[src/rtl/pool_window_reader.sv]
// rtl/pool_window_reader.sv - reads 3x3 windows from BRAM and presents them over valid/ready
module pool_window_reader #(
  parameter int DWIDTH = 8,
  parameter int IMG_W  = 8,
  parameter int IMG_H  = 8,
  parameter int STRIDE = 1,
  parameter int AWIDTH = 6
) (
  input  logic                  clk,
  input  logic                  rst_n,
  input  logic                  start,
  output logic                  bram_en,
  output logic [AWIDTH-1:0]     bram_addr,
  input  logic [DWIDTH-1:0]     bram_rdata,
  output logic [9*DWIDTH-1:0]   win_data,
  output logic                  win_valid,
  input  logic                  win_ready,
  output logic [7:0]            win_row,
  output logic [7:0]            win_col,
  output logic                  busy,
  output logic                  done
);

  typedef enum logic [1:0] {IDLE, READ, DRAIN, PRESENT} state_t;

  state_t                state_q, state_d;
  logic [1:0]            kr_q, kr_d;
  logic [1:0]            kc_q, kc_d;
  logic [7:0]            row_q, row_d;
  logic [7:0]            col_q, col_d;
  logic                  bram_en_q, bram_en_d;
  logic [AWIDTH-1:0]     addr_q, addr_d;
  logic                  rd_pend_q, rd_pend_d;
  logic [3:0]            rd_slot_q, rd_slot_d;
  logic [9*DWIDTH-1:0]   win_q, win_d;
  logic                  valid_q, valid_d;
  logic                  busy_q, busy_d;
  logic                  done_q, done_d;

  // Pixel address of window-relative offset (dr,dc); evaluated in int so it never wraps early.
  function automatic logic [AWIDTH-1:0] addr_of(input logic [7:0] r, input logic [7:0] c,
                                                input logic [1:0] dr, input logic [1:0] dc);
    int a;
    a = (int'(r) + int'(dr)) * IMG_W + int'(c) + int'(dc);
    return AWIDTH'(a);
  endfunction

  // Next-state, address sequencing, read-data capture and origin stepping.
  always_comb begin
    state_d   = state_q;
    kr_d      = kr_q;
    kc_d      = kc_q;
    row_d     = row_q;
    col_d     = col_q;
    bram_en_d = bram_en_q;
    addr_d    = addr_q;
    win_d     = win_q;
    valid_d   = valid_q;
    busy_d    = busy_q;
    done_d    = 1'b0;
    // Read data lands one cycle after the BRAM samples the address, so the
    // slot tag trails the issued address by one cycle.
    rd_pend_d = bram_en_q;
    rd_slot_d = 4'(int'(kr_q) * 3 + int'(kc_q));
    if (rd_pend_q) begin
      win_d[rd_slot_q*DWIDTH +: DWIDTH] = bram_rdata;
    end

    case (state_q)
      IDLE: begin
        if (start) begin
          state_d   = READ;
          busy_d    = 1'b1;
          row_d     = 8'd0;
          col_d     = 8'd0;
          kr_d      = 2'd0;
          kc_d      = 2'd0;
          bram_en_d = 1'b1;
          addr_d    = addr_of(8'd0, 8'd0, 2'd0, 2'd0);
        end
      end
      READ: begin
        if (kr_q == 2'd2 && kc_q == 2'd2) begin
          state_d   = DRAIN;
          bram_en_d = 1'b0;
        end else begin
          if (kc_q == 2'd2) begin
            kc_d = 2'd0;
            kr_d = kr_q + 2'd1;
          end else begin
            kc_d = kc_q + 2'd1;
          end
          addr_d = addr_of(row_q, col_q, kr_d, kc_d);
        end
      end
      DRAIN: begin
        state_d = PRESENT;
        valid_d = 1'b1;
      end
      PRESENT: begin
        if (win_ready) begin
          valid_d = 1'b0;
          if (int'(col_q) + STRIDE + 3 <= IMG_W) begin
            col_d   = 8'(int'(col_q) + STRIDE);
            state_d = READ;
          end else if (int'(row_q) + STRIDE + 3 <= IMG_H) begin
            col_d   = 8'd0;
            row_d   = 8'(int'(row_q) + STRIDE);
            state_d = READ;
          end else begin
            state_d = IDLE;
            busy_d  = 1'b0;
            done_d  = 1'b1;
          end
          if (state_d == READ) begin
            kr_d      = 2'd0;
            kc_d      = 2'd0;
            bram_en_d = 1'b1;
            addr_d    = addr_of(row_d, col_d, 2'd0, 2'd0);
          end
        end
      end
      default: state_d = IDLE;
    endcase
  end

  // State and datapath registers; reset discards any partial window.
  always_ff @(posedge clk or negedge rst_n) begin
    if (!rst_n) begin
      state_q   <= IDLE;
      kr_q      <= 2'd0;
      kc_q      <= 2'd0;
      row_q     <= 8'd0;
      col_q     <= 8'd0;
      bram_en_q <= 1'b0;
      addr_q    <= '0;
      rd_pend_q <= 1'b0;
      rd_slot_q <= 4'd0;
      win_q     <= '0;
      valid_q   <= 1'b0;
      busy_q    <= 1'b0;
      done_q    <= 1'b0;
    end else begin
      state_q   <= state_d;
      kr_q      <= kr_d;
      kc_q      <= kc_d;
      row_q     <= row_d;
      col_q     <= col_d;
      bram_en_q <= bram_en_d;
      addr_q    <= addr_d;
      rd_pend_q <= rd_pend_d;
      rd_slot_q <= rd_slot_d;
      win_q     <= win_d;
      valid_q   <= valid_d;
      busy_q    <= busy_d;
      done_q    <= done_d;
    end
  end

  assign bram_en   = bram_en_q;
  assign bram_addr = addr_q;
  assign win_data  = win_q;
  assign win_valid = valid_q;
  assign win_row   = row_q;
  assign win_col   = col_q;
  assign busy      = busy_q;
  assign done      = done_q;

endmodule

[config.mk]
export PLATFORM = sky130hd
export DESIGN_NAME = pool_window_reader
export DESIGN_NICKNAME = d
export VERILOG_FILES = /design/src/rtl/pool_window_reader.sv
export SDC_FILE = /design/constraint.sdc
export NUM_CORES = 1
export LEC_CHECK = 0
export BUFFER_PORTS_ARGS = -buffer_cell sky130_fd_sc_hd__buf_2
export CAP_MARGIN = 15
export CELL_PAD_IN_SITES_DETAIL_PLACEMENT = 1
export CELL_PAD_IN_SITES_GLOBAL_PLACEMENT = 2
export CORE_UTILIZATION = 35
export CTS_CLUSTER_DIAMETER = 150
export DETAILED_ROUTE_END_ITERATION = 12
export GPL_TIMING_DRIVEN = 0
export PLACE_DENSITY = 0.89
export SETUP_SLACK_MARGIN = 0.5
export SLEW_MARGIN = 0
export SYNTH_ARGS = -nofsm -noshare
export SYNTH_HDL_FRONTEND = slang
export SYNTH_SLANG_ARGS = --single-unit
[constraint.sdc]
create_clock -name clk -period 4.17 [get_ports clk]
set_clock_uncertainty 0.05 [all_clocks]
set_input_delay 0.417 -clock clk [delete_from_list [all_inputs] [get_ports clk]]
set_output_delay 0.417 -clock clk [all_outputs]
set_load 0.01 [all_outputs]
==> results of run 1 <==
[Yosys cell counts, types with 3 or more instances]
library cell                count  area share [%]
sky130_fd_sc_hd__mux2_2        43             8.9
sky130_fd_sc_hd__fa_1           5             1.8
sky130_fd_sc_hd__inv_1         23             1.6
sky130_fd_sc_hd__nand2_1       63             4.3
sky130_fd_sc_hd__a21oi_1       20             1.8
sky130_fd_sc_hd__clkbuf_1      13            0.89
sky130_fd_sc_hd__nand3_1       11             1.0
sky130_fd_sc_hd__a31oi_1        5            0.57
sky130_fd_sc_hd__nor4_1         4            0.46
sky130_fd_sc_hd__dfrtp_1      109              50
sky130_fd_sc_hd__a211oi_1       3            0.41
sky130_fd_sc_hd__nor2b_1       10             1.1
sky130_fd_sc_hd__nand4_1        3            0.34
sky130_fd_sc_hd__or3_1          4            0.46
sky130_fd_sc_hd__o31ai_1        8             1.1
sky130_fd_sc_hd__o21ai_0       42             3.8
sky130_fd_sc_hd__ha_1          23             5.3
sky130_fd_sc_hd__mux2i_1        6             1.1
sky130_fd_sc_hd__nand2b_1       7            0.80
sky130_fd_sc_hd__o2bb2ai_1      3            0.48
sky130_fd_sc_hd__and2_1        13             1.5
sky130_fd_sc_hd__a22o_1         3            0.48
sky130_fd_sc_hd__nor3_1         9            0.82
sky130_fd_sc_hd__xnor2_1       10             1.6
sky130_fd_sc_hd__nor2_1        25             1.7
sky130_fd_sc_hd__buf_2          7            0.64
[per-layer routing]
| metal | track usage, % | routed length (um) | vias up |
|---|---|---|---|
| met4 | 8.61 | 386 | 0 |
| met2 | 37.9 | 8700 | 130 |
| met1 | 27.0 | 7400 | 2367 |
| li1 | - | - | 2146 |
| met5 | 0 | 0 | - |
| met3 | 2.57 | 655 | 26 |
[layout make-up]
cell class,count,area [sq um]
multi-input combinational,360,2750
tap,188,235
buffer,22,120
timing repair buffer,153,926
sequential,109,2740
inverter,23,91.3
fill,1744,8050
clock inverter,7,68.8
clock buffer,9,225
[path summary, 6_finish.rpt]
| check | startpoint | cells after the start | to | slack [ns] |
|---|---|---|---|---|
| min in group clk | bram_rdata[2] | 2 | win_data[2] | 0.29 |
| setup / recovery | win_row[0] | 17 | bram_addr[5] | 0.43 |
| setup reg to reg | win_row[0] | 17 | bram_addr[5] | 0.43 |
| hold / removal | rst_n | 1 | win_data[60] | 0.12 |
| hold reg to reg | bram_en | 0 | rd_pend_q | 0.36 |
| max in group asynchronous | rst_n | 2 | win_col[3] | 3.20 |
[report_power, final]
part | switching [mW] | internal [mW] | total (mW) | leakage (nW)
clock | 0.455 | 0.423 | 0.877 | 0.143
sequential | 0.176 | 1.30 | 1.48 | 1.31
combinational | 1.16 | 0.815 | 1.98 | 1.95
[metrics by stage]
stage                     hold slack, ns  setup slack, ns  area (sq um)  cells  utilization [%]
after floorplan                   0.0714            0.528          5480    514                -
after global placement             0.342           0.0318          6260    811             41.2
after detailed placement           0.346           -0.131          6300    814             41.4
after CTS                          0.156            0.457          6990    862             46.0
after global routing               0.198            0.318          7160    871             47.1
final                              0.120            0.431          7160    871             47.1
[worst max-delay path, stage by stage (launching register included)]
cell,delay (ns)
sky130_fd_sc_hd__dfrtp_2,0.42
sky130_fd_sc_hd__buf_6,0.13
sky130_fd_sc_hd__inv_4,0.03
sky130_fd_sc_hd__ha_4,0.25
sky130_fd_sc_hd__nand2b_4,0.13
sky130_fd_sc_hd__buf_4,0.12
sky130_fd_sc_hd__a21oi_1,0.09
sky130_fd_sc_hd__o221ai_2,0.23
sky130_fd_sc_hd__o2111a_2,0.38
sky130_fd_sc_hd__nor2_4,0.06
sky130_fd_sc_hd__o21ai_2,0.17
sky130_fd_sc_hd__o31ai_2,0.11
sky130_fd_sc_hd__ha_2,0.19
sky130_fd_sc_hd__fa_2,0.38
sky130_fd_sc_hd__xnor2_4,0.16
sky130_fd_sc_hd__or3_1,0.34
sky130_fd_sc_hd__a31o_1,0.25
sky130_fd_sc_hd__a31oi_1,0.17
[sequential cells by signal, summed over array words and instances, names as in the netlist, 2 cells and up]
name       flops
win_row        8
state_q        2
win_col        8
bram_addr      6
kr_q           2
win_data      72
rd_slot_q      4
kc_q           2
[logic make-up (layout without fill, tap and decap cells)]
group	count (synthesis)	after routing	share of synthesized area (%)
flip-flops	109	109	49.9
multiplexers	50	50	10.2
buffers and inverters	45	214	3.53
AO/OA/AOI/OAI	114	114	13.6
XOR/XNOR	11	11	1.76
AND/OR/NAND/NOR	157	157	13.8
adder cells (fa/ha/maj)	28	28	7.10
[what timing repair did]
item,4_1_cts,5_1_grt
resized for setup,37,24
pin swaps,14,16
setup buffers,32,9
setup endpoints to repair,2,10
endpoints found under the hold margin,0,0
==> summary.txt, run 1 <==
===========================================================================================
Row count                                                                                45
Final-stage net count                                                                   718
I/O Buffers                                                                             109
Leading cell type in the layout, fill and taps excluded                        sky130_fd_sc_hd__buf_2
Setup_tns                                                                              0 ns
Placed wire-length estimate after detailed placement                               11600 um
Wirelength, routed                                                                 17100 um
Max VDD drop                                                                       0.305 mV
Total Routing Usage GR                                                                21.6%
Status                                                                         finished, final reports clean
Max Freq                                                                          0.267 GHz
DRC viols                                                                                 0
Number of synthesized flops with an enable pin                                            0
Critical path startpoint category                                                  register
Power consumption                                                                   4.33 mW
Class of the tightest hold or removal check                                    input pin to asynchronous set/reset pin
Maximum number of pins on one net before global-route repair                             72
Cell variety after synth                                                                 61
Overall via count from detail_route                                                    4669
Leakage power of the design                                                         3.40 nW
Synth Instances                                                                         514
CTS root buf                                                                   sky130_fd_sc_hd__clkbuf_16
Final max-slew violation count                                                            0
Synth-to-Final Area Change                                                            31.0%
Clock insertion delay at the later pin of the skew report                           0.36 ns
Worst endpoint required time                                                        4.40 ns
CTS Hold Buffers Added                                                                    0
Post-route ant nets                                                                       0
Die area                                                                        16100 sq um
Dominant register cell in the synthesized netlist                              sky130_fd_sc_hd__dfrtp_1
Area of the core                                                                15200 sq um
Number of design-rule violations left by the first detailed-router iteration            215
Number of optimization iterations in the first detailed-route pass                        4
First-pass GRT wire length                                                         26700 um
Arrival time of the worst setup path                                                3.97 ns
Peak fanout along the critical path                                                       5
H-Tree Depth                                                                              3
Synth Warn #                                                                              0
Start-to-end type of the worst setup path                                      register to register
Syn nets                                                                                554
Max transition margin                                                                 39.7%
Fraction of the cycle the final worst path needs                                      89.7%
Mapped Area                                                                      5460 sq um
Clk sinks                                                                               109
Num CTS Buffers                                                                           9
Synth async-reset ratio                                                                100%
Overall overflow remaining after global route                                             0
RSZ-0062 raised after global routing                                                    yes
Syn avg cell area                                                                10.6 sq um
Share of layout cells above drive strength 1                                          38.4%
Number of antenna violations at the first check in global routing                         0
Antenna diode count                                                                       0
Final setup viols                                                                         0
Post-route minimum period                                                           3.74 ns
Number of top-level design ports                                                        110
Worst-case clock buffer depth                                                             2
Total power per unit cell area                                                  605 nW/um^2
Portion of the post-synthesis area used by sequential elements                        49.9%
Least-Margin Pin Slew                                                              0.905 ns
Starting density of the core                                                          35.9%
Clock slew at reported path FFs                                                     0.08 ns
Via-per-instance ratio                                                                 5.36
Via count of the first global-routing pass                                             4918
Critical path endpoint category                                                    register
Count of max-cap constraint violations                                                    0
Commonest cells after routing, fill and taps aside                             sky130_fd_sc_hd__buf_2, sky130_fd_sc_hd__dfrtp_1, sky130_fd_sc_hd__nand2_1, sky130_fd_sc_hd__mux2_2, sky130_fd_sc_hd__o21ai_0
Count of endpoints failing hold in the final timing report                                0
Die extent in x                                                                      127 um
TritonCTS clock tree                                                                    yes
Die Y-Extent                                                                         127 um
Gpl congestion                                                                        0.848
Register bit count reported by yosys                                                    109
Post-DR wirelength/cell                                                             19.7 um
===========================================================================================
No activity file was read; power rests on OpenSTA's default activity.
==> run 2, diff against run 1 <==
Settings changed: BUFFER_PORTS_ARGS -buffer_cell sky130_fd_sc_hd__buf_2 to unset, CORE_UTILIZATION 35 to 40, CTS_CLUSTER_SIZE set to 14, DONT_BUFFER_PORTS set to 1, PLACE_DENSITY 0.89 to 0.88.
==> run 2 against run 1 <==
- count of clock-buffer cells in the layout increased by 1
- first-iteration DRC count down 17%
- cell area is 10% lower
- maximum frequency decreased by 0.29%
- die area decreased by 12%
- critical endpoint unchanged
- largest cell class is now flip-flops and latches
- largest power group unchanged
- highest routed layer unchanged
==> summary.txt, run 2 (synthesized netlist as in run 1, its figures left out) <==
===========================================================================================
Status                                                                         finished, final reports clean
Total Routing Usage GR                                                                21.9%   +0.34 points
Area of the core                                                                13300 sq um   -13%
Number of top-level design ports                                                        110   unchanged
Critical path endpoint category                                                    register
First-pass GRT wire length                                                         23900 um   -11%
Max VDD drop                                                                       0.350 mV   +15%
Count of endpoints failing hold in the final timing report                                0   unchanged
Share of layout cells above drive strength 1                                          23.4%   -15 points
Count of max-cap constraint violations                                                    0   unchanged
Switch share                                                                          41.3%   -0.13 points
Post-route ant nets                                                                       0   unchanged
Critical path startpoint category                                                  register
Maximum single-stage delay on the critical path                                     0.47 ns   +0.05 ns
Row count                                                                                42   -6.7%
Gpl congestion                                                                        0.854   +0.62%
Worst endpoint required time                                                        4.39 ns   about the same
Number of design-rule violations left by the first detailed-router iteration            178   -17%
TritonCTS clock tree                                                                    yes
Switching component of the power                                                    1.69 mW   -5.5%
Post-route minimum period                                                           3.75 ns   +0.0109 ns
H-Tree Depth                                                                              3   unchanged
Part of the power in combinational logic                                              40.3%   -5.4 points
Max Freq                                                                          0.267 GHz   -0.29%
Synth-to-Final Area Change                                                            17.7%
Total area of multi-input combinational cells                                    2720 sq um   -1.4%
Maximum number of pins on one net before global-route repair                            110   +53%
Worst path top cell family by delay                                            compound AO/OA/AOI/OAI gates
Max transition margin                                                                 40.9%   +1.2 points
Fin Hold WS                                                                        0.166 ns   +0.0457 ns
Number of optimization iterations in the first detailed-route pass                        4   unchanged
Final worst setup slack                                                            0.420 ns   -0.0109 ns
CTS root buf                                                                   sky130_fd_sc_hd__clkbuf_16
Clock insertion delay at the later pin of the skew report                           0.35 ns   about the same
Via-per-instance ratio                                                                 5.64   +5.3%
Total power per unit cell area                                                  639 nW/um^2   +5.6%
Die Y-Extent                                                                         119 um   -6.4%
Post-DR wirelength/cell                                                             20.7 um   +5.1%
Final-stage net count                                                                   594   -17%
Wirelength, routed                                                                 15200 um   -11%
Finished Layout Cells                                                                   735   -16%
Clock slew at reported path FFs                                                     0.08 ns   about the same
Antenna diode count                                                                       0   unchanged
Arrival time of the worst setup path                                                3.97 ns   about the same
Sequential group share of total power                                                 39.5%   +5.4 points
Leading cell type in the layout, fill and taps excluded                        sky130_fd_sc_hd__dfrtp_1
Filler instances                                                                       1453   -17%
Fraction of the cycle the final worst path needs                                      89.9%   +0.26 points
Post-DP Area                                                                     5710 sq um   -9.3%
Peak fanout along the critical path                                                       5   unchanged
Total buffers and inverters traversed by the critical path                                2   -1
Clk sinks                                                                               109   unchanged
Flip-flop count of the largest register, all copies and words added                      72   unchanged
Final Core Density                                                                    48.3%   +1.3 points
Area occupied by registers                                                       2740 sq um   unchanged
Critical Path, Cell by Cell                                                    buf_6 > inv_4 > ha_4 > nand2b_4 > a21bo_2 > a211oi_2 > o2111a_2 > nor2_4 > o21ai_1 > o31ai_1 > ha_2 > fa_2 > xnor2_4 > or3_1 > a31o_1 > a31oi_1
Starting density of the core                                                          41.1%   +5.2 points
Via count of the first global-routing pass                                             4347   -12%
Placed wire-length estimate after detailed placement                               10600 um   -8.9%
I/O Buffers                                                                               0   -100%
Num CTS Buffers                                                                           9   unchanged
Leakage power of the design                                                         2.83 nW   -17%
Cell total after placement                                                              692   -15%
Number of antenna violations at the first check in global routing                         0   unchanged
Die extent in x                                                                      119 um   -6.4%
Clock share of power                                                                  20.3%   about the same
Commonest cells after routing, fill and taps aside                             sky130_fd_sc_hd__dfrtp_1, sky130_fd_sc_hd__nand2_1, sky130_fd_sc_hd__mux2_2, sky130_fd_sc_hd__o21ai_0, sky130_fd_sc_hd__nor2_1
Int Power                                                                           2.41 mW   -5.0%
RSZ-0062 raised after global routing                                                    yes
Overall overflow remaining after global route                                             0   unchanged
Least-Margin Pin Slew                                                              0.877 ns   -0.0277 ns
Crit-path slowest cell                                                         sky130_fd_sc_hd__dfrtp_2
Start-to-end type of the worst setup path                                      register to register
Final setup viols                                                                         0   unchanged
Die area                                                                        14100 sq um   -12%
Worst-case clock buffer depth                                                             2   unchanged
Overall via count from detail_route                                                    4149   -11%
DRC viols                                                                                 0   unchanged
Post-Layout Inst Area                                                            6430 sq um   -10%
Final max-slew violation count                                                            0   unchanged
Post-place setup slack                                                            -0.138 ns   -0.00760 ns
Class of the tightest hold or removal check                                    input pin to register
===========================================================================================
==> run 2: what timing repair did <==
item                                   4_1_cts  5_1_grt
hold buffers                                 2        0
pin swaps                                    7        8
endpoints found under the hold margin      109        0
gates cloned                                 0        1
buffers inserted                            14       10
gates resized for setup                     24       23
setup endpoints to repair                    2       10
==> run 2: worst reg2reg max path: stages (launching register included) <==
cell,delay [ns]
sky130_fd_sc_hd__dfrtp_2,0.47
sky130_fd_sc_hd__buf_6,0.15
sky130_fd_sc_hd__inv_4,0.05
sky130_fd_sc_hd__ha_4,0.20
sky130_fd_sc_hd__nand2b_4,0.16
sky130_fd_sc_hd__a21bo_2,0.22
sky130_fd_sc_hd__a211oi_2,0.24
sky130_fd_sc_hd__o2111a_2,0.39
sky130_fd_sc_hd__nor2_4,0.07
sky130_fd_sc_hd__o21ai_1,0.14
sky130_fd_sc_hd__o31ai_1,0.10
sky130_fd_sc_hd__ha_2,0.18
sky130_fd_sc_hd__fa_2,0.39
sky130_fd_sc_hd__xnor2_4,0.18
sky130_fd_sc_hd__or3_1,0.31
sky130_fd_sc_hd__a31o_1,0.24
sky130_fd_sc_hd__a31oi_1,0.14
==> run 2: cell type report <==
class,instances,share of cell area (%)
Inverter,23,1.38
Multi-Input combinational cell,360,42.3
Buffer,22,1.95
Timing Repair Buffer,29,3.99
Tap cell,176,3.43
Clock inverter,6,0.857
Sequential cell,109,42.6
Clock buffer,10,3.56
==> run 2: final timing paths <==
check	startpoint	end	slack, ns	depth (start not counted)
max	win_row[0]	bram_addr[5]	0.42	16
min	bram_rdata[6]	win_data[6]	0.17	1
max reg2reg	win_row[0]	bram_addr[5]	0.42	16
min reg2reg	bram_en	rd_pend_q	0.49	0
max in group asynchronous	rst_n	win_col[1]	2.98	2
min in group asynchronous	rst_n	win_data[62]	0.60	2
==> run 2: power groups by stage <==
stage | Clock (mW) | Combinational [mW] | Sequential [mW]
after floorplan | 0 | 1.01 | 1.56
after global placement | 0 | 1.28 | 1.64
after detailed placement | 0 | 1.35 | 1.65
after CTS | 0.855 | 1.45 | 1.62
after global routing | 0.893 | 1.81 | 1.66
final | 0.832 | 1.65 | 1.62
==> run 2: routing by layer <==
layer / global-route usage [%] / vias to the layer above / routed length, um
li1: - / 1893 / -
met1: 26.0 / 2108 / 6010
met2: 37.7 / 127 / 7790
met3: 7.47 / 21 / 1120
met4: 5.93 / 0 / 275
met5: 0 / - / 0
==> run 2: through the flow <==
step	power, mW	setup TNS, ns
after floorplan	2.57	0
after global placement	2.92	-0.0330
after detailed placement	3.00	-0.138
after CTS	3.93	0
after global routing	4.36	0
final	4.10	0
